<file path="src/rtl/closest_hit_if.sv">
// Result stream from the intersection stage and committed closest-hit report.
interface closest_hit_if #(
    parameter int IDX_W = 16,
    parameter int T_W   = 32
);
    logic             i_start;
    logic [IDX_W-1:0] i_num_tris;
    logic             i_valid;
    logic             i_result;
    logic [T_W-1:0]   i_t;
    logic             o_busy;
    logic             o_done;
    logic             o_hit;
    logic [T_W-1:0]   o_t;
    logic [IDX_W-1:0] o_tri_idx;
    logic             o_err;

    modport master (
        output i_start, i_num_tris, i_valid, i_result, i_t,
        input  o_busy, o_done, o_hit, o_t, o_tri_idx, o_err
    );

    modport slave (
        input  i_start, i_num_tris, i_valid, i_result, i_t,
        output o_busy, o_done, o_hit, o_t, o_tri_idx, o_err
    );
endinterface

</file>
<file path="src/rtl/closest_hit.sv">
// Reduces one ray's in-order intersection results to the nearest valid hit.
// Commits hit/t/index with a one-cycle done pulse when the last result lands.
module closest_hit #(
    parameter int             IDX_W = 16,
    parameter int             T_W   = 32,
    parameter logic [T_W-1:0] T_MAX = 32'h7FFF_FFFF
) (
    input logic          i_clk,
    input logic          i_rstn,
    closest_hit_if.slave bus
);
    typedef enum logic [1:0] {IDLE, ACCUM, DONE} state_t;

    state_t                state, state_nx;
    logic [IDX_W-1:0]      n, count, best_idx;
    logic signed [T_W-1:0] best_t;
    logic                  best_hit;
    logic                  start, zero, accept, last, take;

    assign start  = bus.i_start;
    assign zero   = (bus.i_num_tris == '0);
    assign accept = bus.i_valid && (state == ACCUM) && !start;
    assign last   = accept && (count == n - 1'b1);
    // Strict compare keeps the earlier index on ties
    assign take   = accept && bus.i_result &&
                    ($signed(bus.i_t) < best_t) &&
                    ($signed(bus.i_t) < $signed(T_MAX));

    always_ff @(posedge i_clk or negedge i_rstn) begin
        if (!i_rstn) state <= IDLE;
        else         state <= state_nx;
    end

    always_comb begin
        state_nx = state;
        unique case (state)
            IDLE:  state_nx = IDLE;
            ACCUM: if (last) state_nx = DONE;
            DONE:  state_nx = IDLE;
        endcase
        // A start aborts any ray in flight
        if (start) state_nx = zero ? DONE : ACCUM;
    end

    always_ff @(posedge i_clk or negedge i_rstn) begin
        if (!i_rstn) begin
            n         <= '0;
            count     <= '0;
            best_t    <= T_MAX;
            best_idx  <= '0;
            best_hit  <= 1'b0;
            bus.o_hit     <= 1'b0;
            bus.o_t       <= T_MAX;
            bus.o_tri_idx <= '0;
            bus.o_err     <= 1'b0;
        end else begin
            if (start) begin
                n        <= bus.i_num_tris;
                count    <= '0;
                best_t   <= T_MAX;
                best_idx <= '0;
                best_hit <= 1'b0;
            end else if (accept) begin
                count <= count + 1'b1;
                if (take) begin
                    best_t   <= $signed(bus.i_t);
                    best_idx <= count;
                    best_hit <= 1'b1;
                end
            end

            if (start && zero) begin
                bus.o_hit     <= 1'b0;
                bus.o_t       <= T_MAX;
                bus.o_tri_idx <= '0;
            end else if (last) begin
                bus.o_hit     <= best_hit || take;
                bus.o_t       <= take ? bus.i_t : best_t;
                bus.o_tri_idx <= take ? count : best_idx;
            end

            if (bus.i_valid && (state != ACCUM || start))
                bus.o_err <= 1'b1;
        end
    end

    assign bus.o_busy = (state == ACCUM);
    assign bus.o_done = (state == DONE);
endmodule

</file>
<file path="src/flat_wrapper.sv">
// flat-port wrapper written by rule: the top's interface ports become plain ports
module closest_hit_flat 
#(
    parameter int             IDX_W = 16,
    parameter int             T_W   = 32,
    parameter logic [T_W-1:0] T_MAX = 32'h7FFF_FFFF
)
  (i_clk, i_rstn, bus_i_start, bus_i_num_tris, bus_i_valid, bus_i_result, bus_i_t, bus_o_busy, bus_o_done, bus_o_hit, bus_o_t, bus_o_tri_idx, bus_o_err);
  closest_hit_if #(.IDX_W(IDX_W), .T_W(T_W)) bus_i ();
  input logic i_clk;
  input logic i_rstn;
  input wire logic [$bits(bus_i.i_start)-1:0] bus_i_start;
  input wire logic [$bits(bus_i.i_num_tris)-1:0] bus_i_num_tris;
  input wire logic [$bits(bus_i.i_valid)-1:0] bus_i_valid;
  input wire logic [$bits(bus_i.i_result)-1:0] bus_i_result;
  input wire logic [$bits(bus_i.i_t)-1:0] bus_i_t;
  output wire logic [$bits(bus_i.o_busy)-1:0] bus_o_busy;
  output wire logic [$bits(bus_i.o_done)-1:0] bus_o_done;
  output wire logic [$bits(bus_i.o_hit)-1:0] bus_o_hit;
  output wire logic [$bits(bus_i.o_t)-1:0] bus_o_t;
  output wire logic [$bits(bus_i.o_tri_idx)-1:0] bus_o_tri_idx;
  output wire logic [$bits(bus_i.o_err)-1:0] bus_o_err;
  assign bus_i.i_start = bus_i_start;
  assign bus_i.i_num_tris = bus_i_num_tris;
  assign bus_i.i_valid = bus_i_valid;
  assign bus_i.i_result = bus_i_result;
  assign bus_i.i_t = bus_i_t;
  assign bus_o_busy = bus_i.o_busy;
  assign bus_o_done = bus_i.o_done;
  assign bus_o_hit = bus_i.o_hit;
  assign bus_o_t = bus_i.o_t;
  assign bus_o_tri_idx = bus_i.o_tri_idx;
  assign bus_o_err = bus_i.o_err;
  closest_hit #(.IDX_W(IDX_W), .T_W(T_W), .T_MAX(T_MAX)) u_core (.i_clk(i_clk), .i_rstn(i_rstn), .bus(bus_i));
endmodule
</file>
<file path="config.mk">
export PLATFORM = sky130hd
export DESIGN_NAME = closest_hit_flat
export DESIGN_NICKNAME = d
export VERILOG_FILES = /design/src/rtl/closest_hit_if.sv /design/src/rtl/closest_hit.sv /design/src/flat_wrapper.sv
export SDC_FILE = /design/constraint.sdc
export NUM_CORES = 1
export LEC_CHECK = 0
export CAP_MARGIN = 20
export CORE_ASPECT_RATIO = 0.75
export CORE_MARGIN = 2
export CORE_UTILIZATION = 30
export DETAILED_ROUTE_END_ITERATION = 8
export GPL_TIMING_DRIVEN = 0
export PLACE_DENSITY_LB_ADDON = 0.25
export SLEW_MARGIN = 0
export SYNTH_ARGS = -nofsm -noshare
export SYNTH_HDL_FRONTEND = slang
export SYNTH_SLANG_ARGS = --single-unit
</file>
<file path="constraint.sdc">
create_clock -name i_clk -period 3.6 [get_ports i_clk]
set_clock_uncertainty 0.2 [all_clocks]
set_input_delay 0.54 -clock i_clk [delete_from_list [all_inputs] [get_ports i_clk]]
set_output_delay 0.54 -clock i_clk [all_outputs]
set_load 0.02 [all_outputs]
</file>
==> results of run 1 <==
[flip-flops by register name (all words and copies together), names as in the netlist, 2 cells and up]
name	cells
u_core.best_idx	16
u_core.best_t	32
u_core.bus.o_t	32
u_core.bus.o_tri_idx	16
u_core.count	16
u_core.n	16
u_core.state	2
[timing repair]
item / 4_1_cts / 5_1_grt
hold buffers: 1 / 0
resized for setup: 1 / 7
endpoints found under the hold margin: 18 / 0
buffers inserted: 0 / 1
endpoints found under the setup margin: 11 / 62
pin swaps: 0 / 1
[synthesized netlist by cell type, types with 18 or more instances]
master     n
clkbuf_1  19
a21oi_1   19
inv_1     41
nor2_1    76
dfrtp_1   71
dfstp_2   62
nand2b_1  36
nand2_1   50
ha_1      33
mux2i_1   99
nand4_1   20
xor2_1    18
[per-stage QoR]
| step | total power [mW] | TNS (ns) |
|---|---|---|
| after floorplan | 1.76 | 0 |
| after CTS | 3.70 | 0 |
| after global routing | 3.80 | 0 |
| final | 3.64 | 0 |
| after detailed placement | 1.93 | -30.39 |
| after global placement | 1.92 | -409.73 |
[metal layers]
metal,vias to the layer above,routed length [um],GRT usage [%],share of wire (%)
li1,2591,-,-,-
met3,10,767,3.41,4.2
met1,2502,10300,24.1,57
met2,114,6930,19.8,38
met5,-,0,0,0
met4,0,131,3.76,0.72
[worst paths after layout]
kind,cells past startpoint,startpoint,slack (ns),end
worst min-delay path,1,u_core.bus.o_err,0.29,u_core.bus.o_err
worst max register to register,11,u_core.best_t[30],0.37,u_core.bus.o_tri_idx[8]
max in group asynchronous,3,i_rstn,1.94,u_core.bus.o_t[28]
min in group asynchronous,2,i_rstn,0.46,u_core.n[6]
worst min register to register,1,u_core.bus.o_err,0.29,u_core.bus.o_err
worst max-delay path,10,bus_i_valid,0.20,u_core.bus.o_tri_idx[8]
[power by group through the flow]
stage / Combinational (mW) / Clock, mW / Sequential, mW
floorplan: 0.179 / 0 / 1.58
global placement: 0.330 / 0 / 1.59
detailed placement: 0.338 / 0 / 1.59
CTS: 0.341 / 1.79 / 1.57
global route: 0.377 / 1.85 / 1.57
finish: 0.335 / 1.74 / 1.57
[layout by cell type (no fill, tap or decap), types with 14 or more instances in the layout]
cell type | netlist | final
ha_1 | 33 | 33
nand2_1 | 50 | 50
clkdlybuf4s50_1 | 0 | 102
nand4_1 | 20 | 20
clkbuf_16 | 0 | 19
a21oi_1 | 19 | 19
xnor2_1 | 14 | 14
nand2b_1 | 36 | 36
xor2_1 | 18 | 18
nor2_1 | 76 | 76
mux2i_1 | 99 | 99
dfrtp_1 | 71 | 71
o21ai_0 | 16 | 16
inv_1 | 41 | 41
dfstp_2 | 62 | 62
clkbuf_1 | 19 | 20
[area by class of cell]
cell class	count	area share (%)
Sequential cell	133	37.0
Multi-Input combinational cell	470	36.7
Timing Repair Buffer	106	11.8
Clock buffer	21	5.35
Tap cell	300	4.08
Buffer	34	2.30
Inverter	41	1.67
Clock inverter	11	1.06
[logic make-up (layout without fill, tap and decap cells)]
group / after synthesis / in the layout / synth area share (%)
and+or+nand+nor: 236 / 236 / 16.7
DFF: 133 / 133 / 47.7
muxes: 110 / 110 / 15.6
buffers and inverters: 75 / 213 / 4.99
AOI/OAI and AO/OA: 59 / 59 / 5.31
adders and majority gates: 33 / 33 / 5.78
xor gates and xnor gates: 32 / 32 / 3.93
==> run metrics, run 1 <==
Slew Limit Fails=0; Final Instance Count excl. Fillers=between 1k and 1.5k; Post-synth top flop=dfrtp_1; PnR worst setup slack=just under 0.2 ns; Distinct cells, synth=55; Critical Path Sink Type=flip-flop; core box area=~23000 um2; Critical Path RT=3.69 ns; Pwr Density=about 400 nW/um2; Reg power frac=a little over two fifths; CP Launch Type=primary input; clock share of power=a little under half; P&R area growth vs syn=29.0%; logic gate share of total power=9.2%; die height=between 100 and 150 um; routed wire length=18.1 mm; Rows=48; multi-input logic area=~3400 um2; total of max-cap violations=0; H-tree level count=4; per-cell routed wire length=16.2 um; crit-path leading delay family=buffers and inverters; largest net degree at the start of global routing=around 80; final hold vios=0; area leader, netlist=dfrtp_1; Placer Congestion=just under 0.8; Finished Cell Area=around 9200 um2; Static Leak=approximately 3.8 nW; synth top area cells=dfrtp_1 25%, dfstp_2 23%, mux2i_1 14%; hold_ws=0.286 ns; switching power total=a little over 900 uW; Remaining DRCs=0; Cell Area, Placed=roughly 8600 um2; via/cell ratio=roughly 4.7; FF+latch count, synth=133; CTS Root Buffer Type=clkbuf_16; worst min path class=flip-flop to flip-flop; post-route clock period utilization=94.5%; crit path cell chain=clkdlybuf4s50_1 > nor4bb_1 > nand2_1 > a21oi_1 > nand4_1 > o2bb2ai_1 > buf_4 > clkbuf_4 > mux2i_1 > mux2i_1; Synth Area per Inst=~11 um2; worst path bufs/invs=3; Peak VDD IR=between 0.0002 and 0.00025 V; internal power=roughly 2.7 mW; syn_nets=approximately 760; CTS buffer count=17; cell count after synthesis=slightly below 700; CTS tree=built; drt initial violations=260; RSZ-0062 raised after global routing=no; IO Count=~110; most frequent cell on the critical path=mux2i_1; Clk Latency, worst-skew pair=between 0.4 and 0.5 ns; DRT Pass-1 Iters=5; mapped cell area=slightly above 7000 um2; CP arrival=3.49 ns; initial antenna violation count=0; port buffer count=a little over 100; die area=roughly 25000 um2; Synth top area share=about a quarter; number of flops mapped to enable cells by yosys=0; final core utilization=39.7%; All-Layer GR Usage=15.1%; sequential cell area fraction in the yosys report=a little under half; grt ovf=0; Worst-path clk slew=around 0.06 ns; switching share of power=24.9%; vias in the first global route=a little over 5k; Placement Setup Slack=-0.510 ns; Max Freq=a little under 300 MHz; Rel. slew slack=between 40% and 50%; Worst path max stage delay=~0.75 ns; WS Path Type=primary input to flip-flop; via count=between 5k and 6k; post-synthesis async set-or-reset flop share=100%; Worst Path Max Fanout=10; Longest Clk Path Bufs=2; count of final setup violators=0; Antenna Violating Nets Remaining=0; # nets final=889; fillers=2310; Antenna diodes=0; dpl cells=1082; min Tclk post-route=approximately 3.4 ns; status=finished clean; detailed placer's ending HPWL=about 14 mm; Initial Util=a little under a third; first-pass GRT wire length=approximately 29 mm; share of post-route cells with drive strength above 1=between 15 and 20%; Seq. cell area=3410 um2; slowest CP cell=nor4bb_1; Clock Sink Count=around 130; yosys warns=0; Worst Tran Pin Value=between 0.8 and 0.9 ns; Die Wd=around 180 um
(Power assumes the default switching activity.)
==> run 2, diff against run 1 <==
- CTS_CLUSTER_DIAMETER: unset -> 30
==> results of run 2 <==
The final DEF is identical to that of run 1; final timing and power are the same.
